**config.mk**
```make
export PLATFORM = sky130hd
export DESIGN_NAME = pc_adder_sequencer_flat
export DESIGN_NICKNAME = d
export VERILOG_FILES = /design/src/rtl/pc_adder_sequencer_if.sv /design/src/rtl/pc_adder_sequencer.sv /design/src/flat_wrapper.sv
export SDC_FILE = /design/constraint.sdc
export NUM_CORES = 1
export LEC_CHECK = 0
export BUFFER_PORTS_ARGS = -buffer_cell sky130_fd_sc_hd__buf_2
export CAP_MARGIN = 20
export CORE_ASPECT_RATIO = 0.6
export CORE_MARGIN = 8
export CORE_UTILIZATION = 52
export DETAILED_ROUTE_END_ITERATION = 12
export GPL_ROUTABILITY_DRIVEN = 0
export PLACE_DENSITY = 0.86
export SYNTH_ARGS = -nofsm -noshare
export SYNTH_HDL_FRONTEND = slang
export SYNTH_SLANG_ARGS = --single-unit
```
**constraint.sdc**
```tcl
create_clock -name clk -period 4.75 [get_ports clk]
set_input_delay 0.475 -clock clk [delete_from_list [all_inputs] [get_ports clk]]
set_output_delay 0.475 -clock clk [all_outputs]
set_load 0.01 [all_outputs]
```
**src/rtl/pc_adder_sequencer_if.sv**
```systemverilog
`default_nettype none
// ============================================================================
// Module      : pc_adder_sequencer_if
// Description : Bundles the fetch-side request signals, the shared PC-adder
//               bus and the PC/status outputs of the PC adder sequencer.
//               master : the sequencer (drives adder operands, pc, busy,
//                        redirect; receives requests and the adder sum).
//               slave  : fetch stage plus external adder (drives requests and
//                        the sum; observes operands and PC).
// Signals     : stall, branch_req, branch_offset[15:0], jump_req,
//               jump_target[25:0], add_a[31:0], add_b[31:0], add_sum[31:0],
//               pc[31:0], busy, redirect
// Revision    : 1.0 - initial release
// ============================================================================
interface pc_adder_sequencer_if;
    logic        stall;
    logic        branch_req;
    logic [15:0] branch_offset;
    logic        jump_req;
    logic [25:0] jump_target;
    logic [31:0] add_a;
    logic [31:0] add_b;
    logic [31:0] add_sum;
    logic [31:0] pc;
    logic        busy;
    logic        redirect;

    modport master (
        input  stall, branch_req, branch_offset, jump_req, jump_target, add_sum,
        output add_a, add_b, pc, busy, redirect
    );

    modport slave (
        output stall, branch_req, branch_offset, jump_req, jump_target, add_sum,
        input  add_a, add_b, pc, busy, redirect
    );
endinterface
`default_nettype wire

```
**src/rtl/pc_adder_sequencer.sv**
```systemverilog
`default_nettype none
// ============================================================================
// Module      : pc_adder_sequencer
// Description : Owns the MIPS program counter and time-shares one external
//               32-bit adder between PC+4 and branch-target computation.
//               Sequential and jump updates take one cycle; a taken branch
//               takes two (PC+4 captured first, then PC+4 + offset*4).
// Ports       : clk    - clock, rising edge
//               rst_n  - asynchronous active-low reset
//               bus    - pc_adder_sequencer_if.master (requests, adder bus,
//                        pc / busy / redirect outputs)
// Revision    : 1.0 - initial release
// ============================================================================
module pc_adder_sequencer #(
    parameter logic [31:0] RESET_PC = 32'h0000_3000,
    parameter logic [31:0] INC      = 32'd4
) (
    input  wire                        clk,
    input  wire                        rst_n,
    pc_adder_sequencer_if.master       bus
);

    // Two-bit one-hot style encoding so corrupted values are recognisable
    // and steered back to RUN.
    localparam logic [1:0] c_st_run = 2'b01;
    localparam logic [1:0] c_st_br2 = 2'b10;

    logic [1:0]  r_state;
    logic [31:0] r_pc;
    logic [31:0] r_pc4_q;
    logic [15:0] r_off_q;
    logic        r_redirect;

    logic [31:0] w_add_a;
    logic [31:0] w_add_b;

    // Adder operands depend only on state and registers, never on the
    // request inputs, so the external adder path stays short.
    always_comb begin
        w_add_a = r_pc;
        w_add_b = INC;
        if (r_state == c_st_br2) begin
            w_add_a = r_pc4_q;
            w_add_b = {{14{r_off_q[15]}}, r_off_q, 2'b00};
        end
    end

    always_ff @(posedge clk or negedge rst_n) begin
        if (!rst_n) begin
            r_state    <= c_st_run;
            r_pc       <= RESET_PC;
            r_pc4_q    <= 32'd0;
            r_off_q    <= 16'd0;
            r_redirect <= 1'b0;
        end else begin
            case (r_state)
                c_st_run: begin
                    r_redirect <= 1'b0;
                    if (!bus.stall) begin
                        if (bus.jump_req) begin
                            // Region bits come from PC+4, not the current PC.
                            r_pc       <= {bus.add_sum[31:28], bus.jump_target, 2'b00};
                            r_redirect <= 1'b1;
                        end else if (bus.branch_req) begin
                            // First half of a branch: save PC+4 and the offset;
                            // PC holds until the target is summed next cycle.
                            r_pc4_q <= bus.add_sum;
                            r_off_q <= bus.branch_offset;
                            r_state <= c_st_br2;
                        end else begin
                            r_pc <= bus.add_sum;
                        end
                    end
                end
                c_st_br2: begin
                    if (!bus.stall) begin
                        r_pc       <= bus.add_sum;
                        r_redirect <= 1'b1;
                        r_state    <= c_st_run;
                    end
                end
                default: begin
                    r_state    <= c_st_run;
                    r_redirect <= 1'b0;
                end
            endcase
        end
    end

    assign bus.add_a    = w_add_a;
    assign bus.add_b    = w_add_b;
    assign bus.pc       = r_pc;
    assign bus.busy     = (r_state == c_st_br2);
    assign bus.redirect = r_redirect;

endmodule
`default_nettype wire

```
**src/flat_wrapper.sv**
```systemverilog
// flat-port wrapper written by rule: the top's interface ports become plain ports
module pc_adder_sequencer_flat 
#(
    parameter logic [31:0] RESET_PC = 32'h0000_3000,
    parameter logic [31:0] INC      = 32'd4
)
  (clk, rst_n, bus_stall, bus_branch_req, bus_branch_offset, bus_jump_req, bus_jump_target, bus_add_sum, bus_add_a, bus_add_b, bus_pc, bus_busy, bus_redirect);
  pc_adder_sequencer_if bus_i ();
  input  wire clk;
  input  wire rst_n;
  input wire logic [$bits(bus_i.stall)-1:0] bus_stall;
  input wire logic [$bits(bus_i.branch_req)-1:0] bus_branch_req;
  input wire logic [$bits(bus_i.branch_offset)-1:0] bus_branch_offset;
  input wire logic [$bits(bus_i.jump_req)-1:0] bus_jump_req;
  input wire logic [$bits(bus_i.jump_target)-1:0] bus_jump_target;
  input wire logic [$bits(bus_i.add_sum)-1:0] bus_add_sum;
  output wire logic [$bits(bus_i.add_a)-1:0] bus_add_a;
  output wire logic [$bits(bus_i.add_b)-1:0] bus_add_b;
  output wire logic [$bits(bus_i.pc)-1:0] bus_pc;
  output wire logic [$bits(bus_i.busy)-1:0] bus_busy;
  output wire logic [$bits(bus_i.redirect)-1:0] bus_redirect;
  assign bus_i.stall = bus_stall;
  assign bus_i.branch_req = bus_branch_req;
  assign bus_i.branch_offset = bus_branch_offset;
  assign bus_i.jump_req = bus_jump_req;
  assign bus_i.jump_target = bus_jump_target;
  assign bus_i.add_sum = bus_add_sum;
  assign bus_add_a = bus_i.add_a;
  assign bus_add_b = bus_i.add_b;
  assign bus_pc = bus_i.pc;
  assign bus_busy = bus_i.busy;
  assign bus_redirect = bus_i.redirect;
  pc_adder_sequencer #(.RESET_PC(RESET_PC), .INC(INC)) u_core (.clk(clk), .rst_n(rst_n), .bus(bus_i));
endmodule
```
# Word level (Yosys, flattened, before mapping)

Index checks and enable logic that the tools add are counted.

Register bits: 83
Input bits: 79
Output and inout port bits: 98
Word-level logic and storage cells: 34

Eq/ne operators: 7
Mux-type cells: 16
Bitwise gates (word level): 2
Reductions and logical operators: 4

Operators by type and width:

| operator             | count |
|---|---|
| $mux W32             | 6 |
| $pmux W32 S2         | 1 |
| $reduce_and A4 Y1    | 3 |
| $mux W2              | 4 |
| $ne A2 B2 Y1 const B | 4 |
| $pmux W2 S2          | 1 |
| $mux W1              | 3 |
| $ne A3 B3 Y1 const B | 1 |
| $eq A2 B1 Y1 const B | 1 |
| $eq A2 B2 Y1 const B | 1 |
| $not A1 Y1           | 2 |
| $pmux W1 S2          | 1 |
| $reduce_bool A2 Y1   | 1 |

# Depth between registers and ports, before layout

Word-level depth: 4
Mapped depth: 8
Depth with buffers taken out: 5

# Least setup slack after synthesis

OpenSTA, ideal clock, no wires.

Path kind: reg2reg
From: reg u_core.r_state[0]
To: reg u_core.r_pc[11] (netlist: u_core.bus.pc[11])
Setup time: 125 ps
Data arrival time: 1,953 ps
Data required time: 4,625 ps
Slack: 2,672 ps
Stages on the path, launching flop included: 9
Path buffers: 3
Period minus slack after synthesis: 2,078 ps
Path through: dfstp_2 -> inv_1 -> ha_1 -> buf_4 -> nor2b_2 -> buf_6 -> buf_6 -> mux2_4 -> mux2_4

Longest elaborated chain between the ends: 3
Elaborated cells on any way between the ends: 8
Classes of those cells: eq/ne: 5; mux: 1; reduce/logical: 2

RTL lines:

| what                                                                | line                     | text |
|---|---|---|
| start: declaration                                                  | pc_adder_sequencer.sv:28 | `logic [1:0] r_state;` |
| start signal: assignment                                            | pc_adder_sequencer.sv:50 | `r_state <= c_st_run;` |
| start signal: assignment                                            | pc_adder_sequencer.sv:69 | `r_state <= c_st_br2;` |
| start signal: assignment                                            | pc_adder_sequencer.sv:79 | `r_state <= c_st_run;` |
| $eq A2 B2 Y1 (*)                                                    | -                        |  |
| net bus_busy                                                        | flat_wrapper.sv:20       | `output wire logic [$bits(bus_i.busy)-1:0] bus_busy;` |
| $ne A2 B2 Y1 (no source line) or $reduce_bool A2 Y1 (tied branches) | -                        |  |
| $reduce_and A4 Y1 (no source line)                                  | -                        |  |
| end signal: assignment                                              | pc_adder_sequencer.sv:62 | `r_pc <= {bus.add_sum[31:28], bus.jump_target, 2'b00};` |
| end signal: assignment                                              | pc_adder_sequencer.sv:71 | `r_pc <= bus.add_sum;` |
| end signal: assignment                                              | pc_adder_sequencer.sv:77 | `r_pc <= bus.add_sum;` |
| end: declaration                                                    | pc_adder_sequencer.sv:29 | `logic [31:0] r_pc;` |

The timed path passes the listed nets; every way through them passes the cells marked *.
A chain may end at the register's enable or synchronous reset.

# Final worst setup path

From: reg u_core.r_state[0]
To: reg u_core.r_pc[8] (netlist: u_core.bus.pc[8])

Longest elaborated chain between the ends: 3
Elaborated cells on any way between the ends: 8
Classes of those cells: eq/ne: 5; mux: 1; reduce/logical: 2

RTL lines:

| what                                                  | line                     | text |
|---|---|---|
| $eq A2 B1 Y1 or $eq A2 B2 Y1 (tied branches)          | pc_adder_sequencer.sv:56 | `case (r_state)` |
| $ne A3 B3 Y1 (no source line) (tied with other cells) | -                        |  |
| $reduce_and A4 Y1 (no source line)                    | -                        |  |

Parallel ways exist; a longest one is shown, timed or not.

==> metrics.txt <==
Reg power frac=0.376; final hold vios=0; Final ANT Viol Nets=0; leading register cell type out of synthesis=dfrtp_1; first-pass GRT wire length=~17 mm; cell internal pwr=2.31 mW; layout net count=approximately 530; worst rel slew slack=0.294; required time of the critical path=between 4 and 5 ns; Max-Cap Viols=0; final hold slack=~0.37 ns; Final Skew=about 0.0034 ns; cell chain of the critical path=inv_1 > ha_2 > nor2b_4 > mux2_2 > mux2_1; WL met1=between 4 and 5 mm; Crit. End Element=register; cell family with most CP delay=simple AND/OR/NAND/NOR gates; setup repair after global routing missed its margin=no; Root Buffer=clkbuf_16; Sw Pwr=between 1 and 1.5 mW; Sw Ratio=0.329; CP max FO=37; Buf/Inv on CP=1; Synth async-reset ratio=1.00; Clock Tree Buf Depth=2; DR vias=between 2,000 and 3,000; Port Buffers=about 170; CTS Sinks=83; syn_area_per_cell=between 10 and 15 um^2; final count of pins violating max slew=0; Avg WL per Cell=between 15 and 20 um; post-CTS setup buffer count=0; Inserted Diodes=0; combinational share of power=0.413; Die Ht=roughly 86 um; Die W=roughly 130 um; core area=between 7000 and 8000 um^2; most common cell in the netlist=mux2_2; EDFF count, synth=0; cell taking the most area after synthesis=dfrtp_1; post-layout min period=about 2.9 ns; DRC Markers=0; CP max stage cell=nor2b_4; #FFs+latches synth=83; Startpoint Class=register; DR top layer=met4; antenna violations before repair=0; yosys warns=0; Yosys cell types=24; Commonest cells post-synth=mux2_2 (94), dfrtp_1 (80), mux2_4 (28); critical path class=register to register; deepest level of the CTS H-tree=3; met3 routed WL=886 um; setup_tns=0 ns; leakage=around 2.7 nW; sequential area share after synthesis=0.487; TritonCTS clock tree=done; Fmax=341 MHz; die area=11,500 um^2; Rows=25; global-route usage over all layers=0.186; Worst-path clk slew=0.06 ns; num ports=approximately 180; worst endpoint data arrival time=around 3.1 ns; gr ovfl total=0; vias per cell=5.12; drt first pass iters=4; clock share of power=0.211; Initial Utilization=0.539; Final setup viols=0; peak supply drop=roughly 370 uV; largest net degree at the start of global routing=between 80 and 90; Post-Syn Instances=292; post-cts sizing count=0; number of global-route vias before repair=3,258; DRT Wirelength=10.7 mm; share of cells above drive strength 1=0.707; P per Cell Area=between 600 and 700 nW/um^2; number of buffers created by CTS=9; worst-margin pin slew=between 1 and 1.5 ns; period utilization=0.618; status=complete, no violations; Synth top area share=0.469; metal2 WL=slightly above 5 mm; Worst Hold Class=input port to register; Post-DP HPWL=7.79 mm; Synth area leaders=dfrtp_1 (47%), mux2_2 (25%), mux2_4 (9.8%), mux2_1 (4.5%), buf_4 (3.2%); initial DRC count=88; area delta synth->final=26.7%; Skew-Pair Late Insertion Delay=roughly 0.33 ns; Syn Std Cell Area=about 4300 um^2; Worst path max stage delay=about 0.95 ns
[cell usage in the layout, fill, tap and decap left out, drive strengths merged]
master,Yosys,final
nor2,3,3
inv,3,3
dlygate4sd3,0,1
bufinv,0,1
a21oi,2,2
clkbuf,1,13
a21o,1,1
a32o,2,2
nor3b,1,1
clkinvlp,0,2
mux2,139,139
conb,1,2
and2,15,15
dfstp,3,3
nand2b,2,2
ha,4,4
o21a,1,1
dfrtp,80,80
buf,31,176
nor2b,3,3
[path summary, 6_finish.rpt]
kind	startpoint	end	slack (ns)	cells after the start
worst min register to register	u_core.r_pc4_q[0]	u_core.r_pc4_q[0]	0.49	1
max in group asynchronous	rst_n	u_core.bus.pc[13]	3.60	3
min in group asynchronous	rst_n	u_core.bus.pc[27]	0.53	2
worst min-delay path	bus_add_sum[0]	u_core.r_pc4_q[0]	0.37	2
worst max register to register	u_core.r_state[0]	u_core.bus.pc[8]	1.82	5
worst max-delay path	u_core.r_state[0]	u_core.bus.pc[8]	1.82	5
[worst register-to-register path, delay by kind of cell (launching register included)]
kind                       cells  cell delay (ns)
adders and majority gates      1             0.49
muxes                          2             0.73
buffers and inverters          1             0.07
and+or+nand+nor                1             0.96
DFF                            1             0.56
[registers in the layout, indices dropped and copies added (netlist names)]
name	cells
u_core.bus.redirect	1
u_core.bus.pc	32
u_core.r_off_q	16
u_core.r_pc4_q	32
u_core.r_state	2
[power groups by stage]
stage          Clock [mW]  Combinational [mW]  Sequential, mW
4_1_cts             0.741                1.44            1.29
6_report            0.725                1.42            1.29
5_1_grt             0.765                1.53            1.34
3_3_place_gp            0                1.40            1.27
3_5_place_dp            0                1.44            1.30
2_1_floorplan           0               0.892            1.30
[cell type report]
class | instances | area, um^2
Fill cell | 585 | 2510
Sequential cell | 83 | 2080
Multi-Input combinational cell | 175 | 1950
Timing Repair Buffer | 177 | 918
Clock buffer | 13 | 270
Tap cell | 108 | 135
Clock inverter | 3 | 45.0
Inverter | 3 | 11.3
[cell families after synthesis]
| logic type | count (synthesis) | share of synthesized area |
|---|---|---|
| multiplexers | 139 | 0.391 |
| AO/OA/AOI/OAI | 6 | 0.0108 |
| AND/OR/NAND/NOR | 24 | 0.0372 |
| flip-flops | 83 | 0.487 |
| other | 1 | 0.000878 |
| adder cells (fa/ha/maj) | 4 | 0.0117 |
| buffers and inverters | 35 | 0.0607 |
[per-stage QoR]
stage	instances	power [mW]	instance area, um^2	utilization	setup WS, ns
6_report	562	3.44	5410	0.683	1.82
5_1_grt	562	3.64	5410	0.683	1.68
3_3_place_gp	544	2.66	5050	0.639	1.87
4_1_cts	560	3.48	5370	0.679	1.78
2_1_floorplan	293	2.19	4270	-	2.67
3_5_place_dp	544	2.74	5050	0.639	1.79
[routing by layer]
| layer | GRT usage | up-vias |
|---|---|---|
| met5 | 0 | - |
| met4 | 0.0543 | 0 |
| met3 | 0.0756 | 14 |
| met2 | 0.303 | 113 |
| met1 | 0.222 | 1427 |
| li1 | - | 1326 |
[timing repair]
action                                 in CTS  in global routing
hold buffers                                0                  1
endpoints found under the hold margin       0                 11
setup endpoints to repair                   0                  0
Note: power is estimated with default switching activity, not from simulation.
